File: config.mk
export PLATFORM = sky130hd
export DESIGN_NAME = bcd_up_down_counter
export DESIGN_NICKNAME = d
export VERILOG_FILES = /design/src/rtl/bcd_up_down_counter_pkg.sv /design/src/rtl/bcd_up_down_counter_digit_cell.sv /design/src/rtl/bcd_up_down_counter.sv
export SDC_FILE = /design/constraint.sdc
export NUM_CORES = 1
export LEC_CHECK = 0
export BUFFER_PORTS_ARGS = -buffer_cell sky130_fd_sc_hd__buf_2
export CAP_MARGIN = 20
export CORE_MARGIN = 2
export CORE_UTILIZATION = 45
export DETAILED_ROUTE_END_ITERATION = 8
export GPL_TIMING_DRIVEN = 0
export HOLD_SLACK_MARGIN = 0.1
export PLACE_DENSITY_LB_ADDON = 0.25
export SYNTH_ARGS = -nofsm -noshare
export SYNTH_HDL_FRONTEND = slang
export SYNTH_SLANG_ARGS = --single-unit
File: constraint.sdc
create_clock -name clk -period 2.6 [get_ports clk]
set_clock_uncertainty 0.15 [all_clocks]
set_input_delay 0.52 -clock clk [delete_from_list [all_inputs] [get_ports clk]]
set_output_delay 0.52 -clock clk [all_outputs]
set_load 0.05 [all_outputs]
File: src/rtl/bcd_up_down_counter_pkg.sv
// Shared BCD constants and helpers for the counter
// and the Excess-3 converter test bench.
package bcd_up_down_counter_pkg;

  localparam int unsigned DIGIT_W = 4;

  localparam logic [DIGIT_W-1:0] BCD_MAX = 4'b1001;
  localparam logic [DIGIT_W-1:0] BCD_MIN = 4'b0000;

  function automatic logic bcd_digit_valid(
    input logic [DIGIT_W-1:0] d
  );
    return (d <= BCD_MAX);
  endfunction

endpackage

File: src/rtl/bcd_up_down_counter_digit_cell.sv
// One BCD digit register with clear, load and
// direction-aware single-step.
module bcd_digit_cell
  import bcd_up_down_counter_pkg::*;
(
  input  logic               clk,
  input  logic               rst_n,
  input  logic               clr,
  input  logic               load,
  input  logic [DIGIT_W-1:0] load_val,
  input  logic               step,
  input  logic               up_dn,
  output logic [DIGIT_W-1:0] digit,
  output logic               term_up,
  output logic               term_dn
);

  logic [DIGIT_W-1:0] digit_q;
  logic [DIGIT_W-1:0] digit_d;

  // Next digit; out-of-range digits recover to the wrap value.
  always_comb begin
    digit_d = digit_q;
    if (clr) begin
      digit_d = BCD_MIN;
    end else if (load) begin
      digit_d = load_val;
    end else if (step) begin
      if (up_dn) begin
        if (digit_q < BCD_MAX) digit_d = digit_q + 4'd1;
        else                   digit_d = BCD_MIN;
      end else begin
        if (digit_q == BCD_MIN || digit_q > BCD_MAX)
          digit_d = BCD_MAX;
        else
          digit_d = digit_q - 4'd1;
      end
    end
  end

  // Digit register.
  always_ff @(posedge clk or negedge rst_n) begin
    if (!rst_n) digit_q <= BCD_MIN;
    else        digit_q <= digit_d;
  end

  assign digit   = digit_q;
  assign term_up = (digit_q == BCD_MAX);
  assign term_dn = (digit_q == BCD_MIN);

endmodule

File: src/rtl/bcd_up_down_counter.sv
// Multi-digit BCD up/down counter with validated
// parallel load and a cascade terminal count.
module bcd_up_down_counter
  import bcd_up_down_counter_pkg::*;
#(
  parameter int unsigned DIGITS = 2
) (
  input  logic                      clk,
  input  logic                      rst_n,
  input  logic                      clr,
  input  logic                      load,
  input  logic [DIGIT_W*DIGITS-1:0] load_val,
  input  logic                      en,
  input  logic                      up_dn,
  output logic [DIGIT_W*DIGITS-1:0] bcd,
  output logic                      tc,
  output logic                      load_err
);

  logic              load_ok;
  logic              load_acc;
  logic              cnt_en;
  logic              load_err_q;
  logic              load_err_d;
  logic [DIGITS-1:0] step;
  logic [DIGITS-1:0] term;
  logic [DIGITS-1:0] term_up;
  logic [DIGITS-1:0] term_dn;

  // A load is accepted only if every digit is legal BCD.
  always_comb begin
    load_ok = 1'b1;
    for (int i = 0; i < DIGITS; i++) begin
      if (!bcd_digit_valid(load_val[DIGIT_W*i +: DIGIT_W]))
        load_ok = 1'b0;
    end
  end

  assign load_acc = load & ~clr & load_ok;
  // Any load, rejected or not, blocks counting.
  assign cnt_en   = en & ~clr & ~load;

  genvar g;
  generate
    for (g = 0; g < DIGITS; g++) begin : g_dig
      assign term[g] = up_dn ? term_up[g] : term_dn[g];

      if (g == 0) begin : g_lsd
        assign step[g] = cnt_en;
      end else begin : g_hi
        assign step[g] = step[g-1] & term[g-1];
      end

      bcd_digit_cell u_cell (
        .clk      (clk),
        .rst_n    (rst_n),
        .clr      (clr),
        .load     (load_acc),
        .load_val (load_val[DIGIT_W*g +: DIGIT_W]),
        .step     (step[g]),
        .up_dn    (up_dn),
        .digit    (bcd[DIGIT_W*g +: DIGIT_W]),
        .term_up  (term_up[g]),
        .term_dn  (term_dn[g])
      );
    end
  endgenerate

  assign tc = en & (&term);

  // Rejected-load flag is a one-cycle pulse.
  always_comb begin
    load_err_d = 1'b0;
    if (!clr && load && !load_ok) load_err_d = 1'b1;
  end

  // Rejected-load flag register.
  always_ff @(posedge clk or negedge rst_n) begin
    if (!rst_n) load_err_q <= 1'b0;
    else        load_err_q <= load_err_d;
  end

  assign load_err = load_err_q;

endmodule

; Yosys cells after proc, flatten, opt, wreduce, memory -nomap -nowiden
; Index checks and enable logic that the tools add are counted.
[classes]
mul = 0
mux = 17
n_eq_ne = 2
n_reduce_logical = 11
n_shift = 0
order_cmp = 6
n_div = 0
n_addsub = 4
bitwise = 8
[ops]
columns = operator, n
row1 = two-way mux 4 bit, 12
row2 = "adder 4 x 1 -> 4 bit, second input constant", 2
row3 = "equality test 4 bit, second input constant", 2
row4 = "> comparator 4 bit, second input constant", 2
row5 = "less-or-equal comparator 4 bit, second input constant", 2
row6 = zero test 4 bit, 2
row7 = "< comparator 4 bit, second input constant", 2
row8 = "subtractor 4 x 1 -> 4 bit, second input constant", 2
row9 = AND 1 bit, 6
row10 = nonzero test 3 bit, 2
row11 = two-way mux 1 bit, 5
row12 = logical AND 1 bit, 2
row13 = zero test 1 bit, 2
row14 = logical OR 1 bit, 2
row15 = inverter 1 bit, 2
row16 = AND reduction 2 bit, 1
[word_totals]
inputBits = 14
ff_bits = 9
ramBits = 0
mem_count = 0
elab_cells = 51
latchBits = 0
output_inout_bits = 10
mem_bits_ro = 0

; Logic depth before layout (Yosys ltp)
[depth]
depth_word = 7
mapped_depth = 8
ltp_nobuf = 7

; Modules after synthesis
; Synthesis repeated with hierarchy kept, for this count alone.
[unflattened]
hier_cells = 120
hier_area_um2 = 997.2
[modules_own_cells]
columns = mod, cells_each, n_inst, seq_area_each_um2, area_each_um2
row1 = bcd_digit_cell, 54, 2, 100.1, 446.7
row2 = bcd_up_down_counter, 12, 1, 25.0, 103.8

; Worst setup path before layout
; No wires, ideal clock.
[synth_timing]
path_type = flip-flop to output port
start = register g_dig[0].u_cell.digit_q[0]
end = output tc
stages_incl_launch_ff = 6
path_slack_ps = -1713
arrival_time_ps = 3643
required_time_ps = 1930
n_path_buf = 0
cell_sequence = dfrtp_1 inv_1 ha_1 nor4b_4 a41oi_2 a2111oi_0
[synth_between]
elab_chain_cells = 4
elab_cells_between_ends = 5
classes_between = eq/ne (1) / mux (1) / bitwise (1) / reduce/logical (2)
[synth_rtl]
columns = element, line_no
row1 = "start, declared", bcd_up_down_counter_digit_cell.sv:18  ; logic [DIGIT_W-1:0] digit_q;
row2 = "start signal, assigned", bcd_up_down_counter_digit_cell.sv:44  ; else digit_q <= digit_d;
row3 = equality test 4 bit or zero test 4 bit (tied branches), "bcd_up_down_counter_digit_cell.sv:48, bcd_up_down_counter_digit_cell.sv:49"
row4 = two-way mux 1 bit (*), bcd_up_down_counter.sv:46  ; assign term[g] = up_dn ? term_up[g] : term_dn[g];
row5 = AND reduction 2 bit (*), bcd_up_down_counter.sv:69  ; assign tc = en & (&term);
row6 = AND 1 bit (*), bcd_up_down_counter.sv:69
row7 = "end, declared", bcd_up_down_counter.sv:16  ; output logic tc,
; Mark *: on every way between the ends. The rest lies on a longest branch, timed or not.

; Worst setup path in the final report
[layout_timing]
start = register g_dig[0].u_cell.digit_q[1]
end = output tc
; Same word-level chain as after synthesis.

==> results.toml <==
[outcome]
outcome = "complete, no violations"

[setup_path]
r2r_slack_ns = 0.42
cp-startpoint = "g_dig[0].u_cell.digit[1]"
start_kind = "flop"
cp.required_ns = 1.93
arrival_ns = 1.88
crit_path_max_incr_delay_ns = 0.42
critPathSlowestCell = "dfrtp_2"
path_cells = "inv_2 -> buf_4 -> ha_1 -> a41oi_2 -> a2111oi_4 -> buf_6"
reg2reg_to = "g_dig[1].u_cell.digit[1]"
worstRegToRegCells = 8
crit_type = "reg -> out"
r2r_start = "g_dig[0].u_cell.digit[0]"
cp-end-kind = "primary output"
worst-path-max-fanout = 4

[synth]
ys_types = 46
synth_area_um2 = 1013
synth_top_cell_by_area = "dfrtp_1"
ys_async_sr_fraction_pct = 100.0
synth_edf_count = 0
yosysMostFrequentCell = "inv_1"
synthTopCellsByCount = "inv_1 (12), o21ai_0 (10), dfrtp_1 (9)"
synthesis.instances = 126
ys_seq_elements = 9
synth-main-ff-cell = "dfrtp_1"
syn_avg_cell_area_um2 = 8.043
syn_nets = 147
ys_seq_area_share_pct = 22.22
synth_area_leaders = "dfrtp_1 (22%), ha_1 (8.6%), o21ai_0 (4.9%), inv_1 (4.4%), a31oi_1 (3.7%)"
ys_warn_count = 0
synth_top_cell_area_share_pct = 22.22

[timing]
maxSlewViolCount = 0
period_needed_ns = 2.553
fin_crit_sh_pct = 98.21
setup_viol = 0
holdWs_ns = 0.3783
slew_headroom_pct = 71.82
worst_slew_pin_slew_ns = 0.4202
max_freq_mhz = 391.6
hold_viol = 0

[power]
power.leakage_uw = 0.0005926
power_frac_seq_pct = 26.0
clkPwrFrac_pct = 15.8
p_switching_uw = 324.0
p_per_area_nw_per_um2 = 535.8
ir_drop_v = 0.0002989
p_sw_share_pct = 46.11
intPower_uw = 378.6
p_comb_share_pct = 58.2

[global_routing]
grt_usage_pct = 22.96
grt_pass1_wl_um = 4595
grt_pass1_vias = 994
grt-ovfl-total = 0
antenna_found_initial = 0
grt_max_degree = 11

[routing]
wirelength_um = 2842
vias = 1097
drc = 0
antenna_left = 0
wl_per_cell_um = 14.96
dr.first_iter.drc_count = 34
drtPass1Iterations = 4
viasPerCell = 5.774

[clock_network]
cts_tree = "yes"
path_clk_slew_ns = 0.06
cts-buffers-inserted = 3
cts_num_sinks = 9
ctsLongestPathBuffers = 2
htreeDepth = 1
insertion_delay_ns = 0.26
clk_root_buffer_cell = "clkbuf_4"

[place]
post-dp-hpwl_um = 2072
gp_congestion = 0.8369
io_buffers = 22
place_inst = 176

[flow_run]
drv_cap = 0

[finish]
area_growth_pct = 29.38
layoutNonFillerInstCount = 190
drive_gt1_share_pct = 36.42
n_fill_cell = 210
fin_nets = 184
antenna_cells = 0

[floorplan]
pin_count = 24
design.core.area_um2 = 2170
initial_core_util_pct = 46.71
die-area_um2 = 2648
die_h_um = 51.46
rows = 17
die_w_um = 51.46

[min_path]
min_to = "load_err"
holdCritStartpoint = "load"
min_path_type = "in -> reg"
min_path_cells = 3
==> worst max-delay path by stage <==
stage | to | slack, ns | cells after the start
2_1_floorplan | tc | 0.04 | 5
3_3_place_gp | tc | 0.1 | 6
3_5_place_dp | tc | 0.06 | 6
4_1_cts | tc | 0.01 | 6
5_1_grt | tc | -0.03 | 6
6_report | tc | 0.05 | 6
==> logic make-up (layout without fill, tap and decap cells) <==
group / after synthesis / count (layout) / synth area share (%)
muxes: 1 / 1 / 0.9877
buffers and inverters: 22 / 58 / 10.25
adders and majority gates: 7 / 7 / 8.642
and+or+nand+nor: 39 / 39 / 22.35
xor gates and xnor gates: 3 / 3 / 2.593
AOI/OAI and AO/OA: 45 / 45 / 32.96
DFF: 9 / 9 / 22.22
==> critical path, delay by kind of cell, from the launching register on <==
family                     cells  cell delay (ns)
AOI/OAI and AO/OA              2             0.57
adders and majority gates      1             0.20
buffers and inverters          3             0.44
DFF                            1             0.42
==> power groups by stage <==
stage / Sequential (µW) / Combinational [µW] / Clock, µW
floorplan: 247 / 224 / 0
global placement: 185 / 359 / 0
detailed placement: 186 / 370 / 0
CTS: 184 / 372 / 113
global route: 186 / 446 / 115
finish: 182 / 409 / 111
==> metal layers <==
layer | global-route usage (%) | up-vias | wire length (µm)
met3 | 1.754 | 5 | 94
met1 | 31.15 | 520 | 1332
li1 | - | 542 | -
met5 | 0 | - | 0
met2 | 38.25 | 30 | 1379
met4 | 7.895 | 0 | 36
==> state kept, by name (all words and copies together), names as in the netlist <==
name,count
load_err,1
g_dig.u_cell.digit,8
==> stage by stage <==
stage          total power, µW  util (%)  setup TNS (ns)  setup WS, ns  area [µm²]
2_1_floorplan            470.2         -               0       0.04105        1035
3_3_place_gp             543.9     54.38               0       0.09627        1180
3_5_place_dp             556.0     54.38               0       0.05699        1180
4_1_cts                  669.6     56.00               0       0.01133        1215
5_1_grt                  747.2     60.44        -0.02717      -0.02717        1311
6_report                 702.6     60.44               0       0.04662        1311
==> cell type report <==
class                   count  area, µm²  share of cell area, %
inverters                  12      45.04                  3.435
clock buffers               4      26.28                  2.004
plain buffers               9      55.05                  4.198
flip-flops and latches      9      230.2                  17.56
repair buffers             33      201.4                  15.36
well taps                  28      35.03                  2.672
multi-input cells          95      718.2                  54.77
==> layout by cell type (no fill, tap or decap), types with 2 or more instances in the layout <==
| master | netlist | final |
|---|---|---|
| clkbuf_4 | 0 | 3 |
| nand2_1 | 8 | 8 |
| nand3_1 | 6 | 6 |
| a211oi_1 | 2 | 2 |
| o31ai_1 | 2 | 2 |
| clkbuf_1 | 2 | 2 |
| buf_4 | 2 | 12 |
| inv_2 | 0 | 2 |
| nor3_1 | 2 | 2 |
| a21oi_1 | 7 | 7 |
| buf_6 | 1 | 2 |
| a221oi_1 | 3 | 3 |
| dfrtp_2 | 0 | 4 |
| inv_1 | 12 | 10 |
| nor3b_1 | 2 | 2 |
| dfrtp_1 | 9 | 5 |
| ha_1 | 7 | 5 |
| xnor2_1 | 2 | 2 |
| buf_2 | 5 | 26 |
| a31oi_1 | 6 | 6 |
| o21ai_0 | 10 | 10 |
| o211ai_1 | 3 | 3 |
| nor2_1 | 8 | 8 |
==> repair_timing <==
item	4_1_cts	5_1_grt
cloned	0	0
hold buffers	1	0
pin swaps	0	1
endpoints found under the setup margin	1	1
gates resized for setup	1	8
buffers inserted	0	10
hold endpoints to repair	9	0
(Power assumes the default switching activity.)
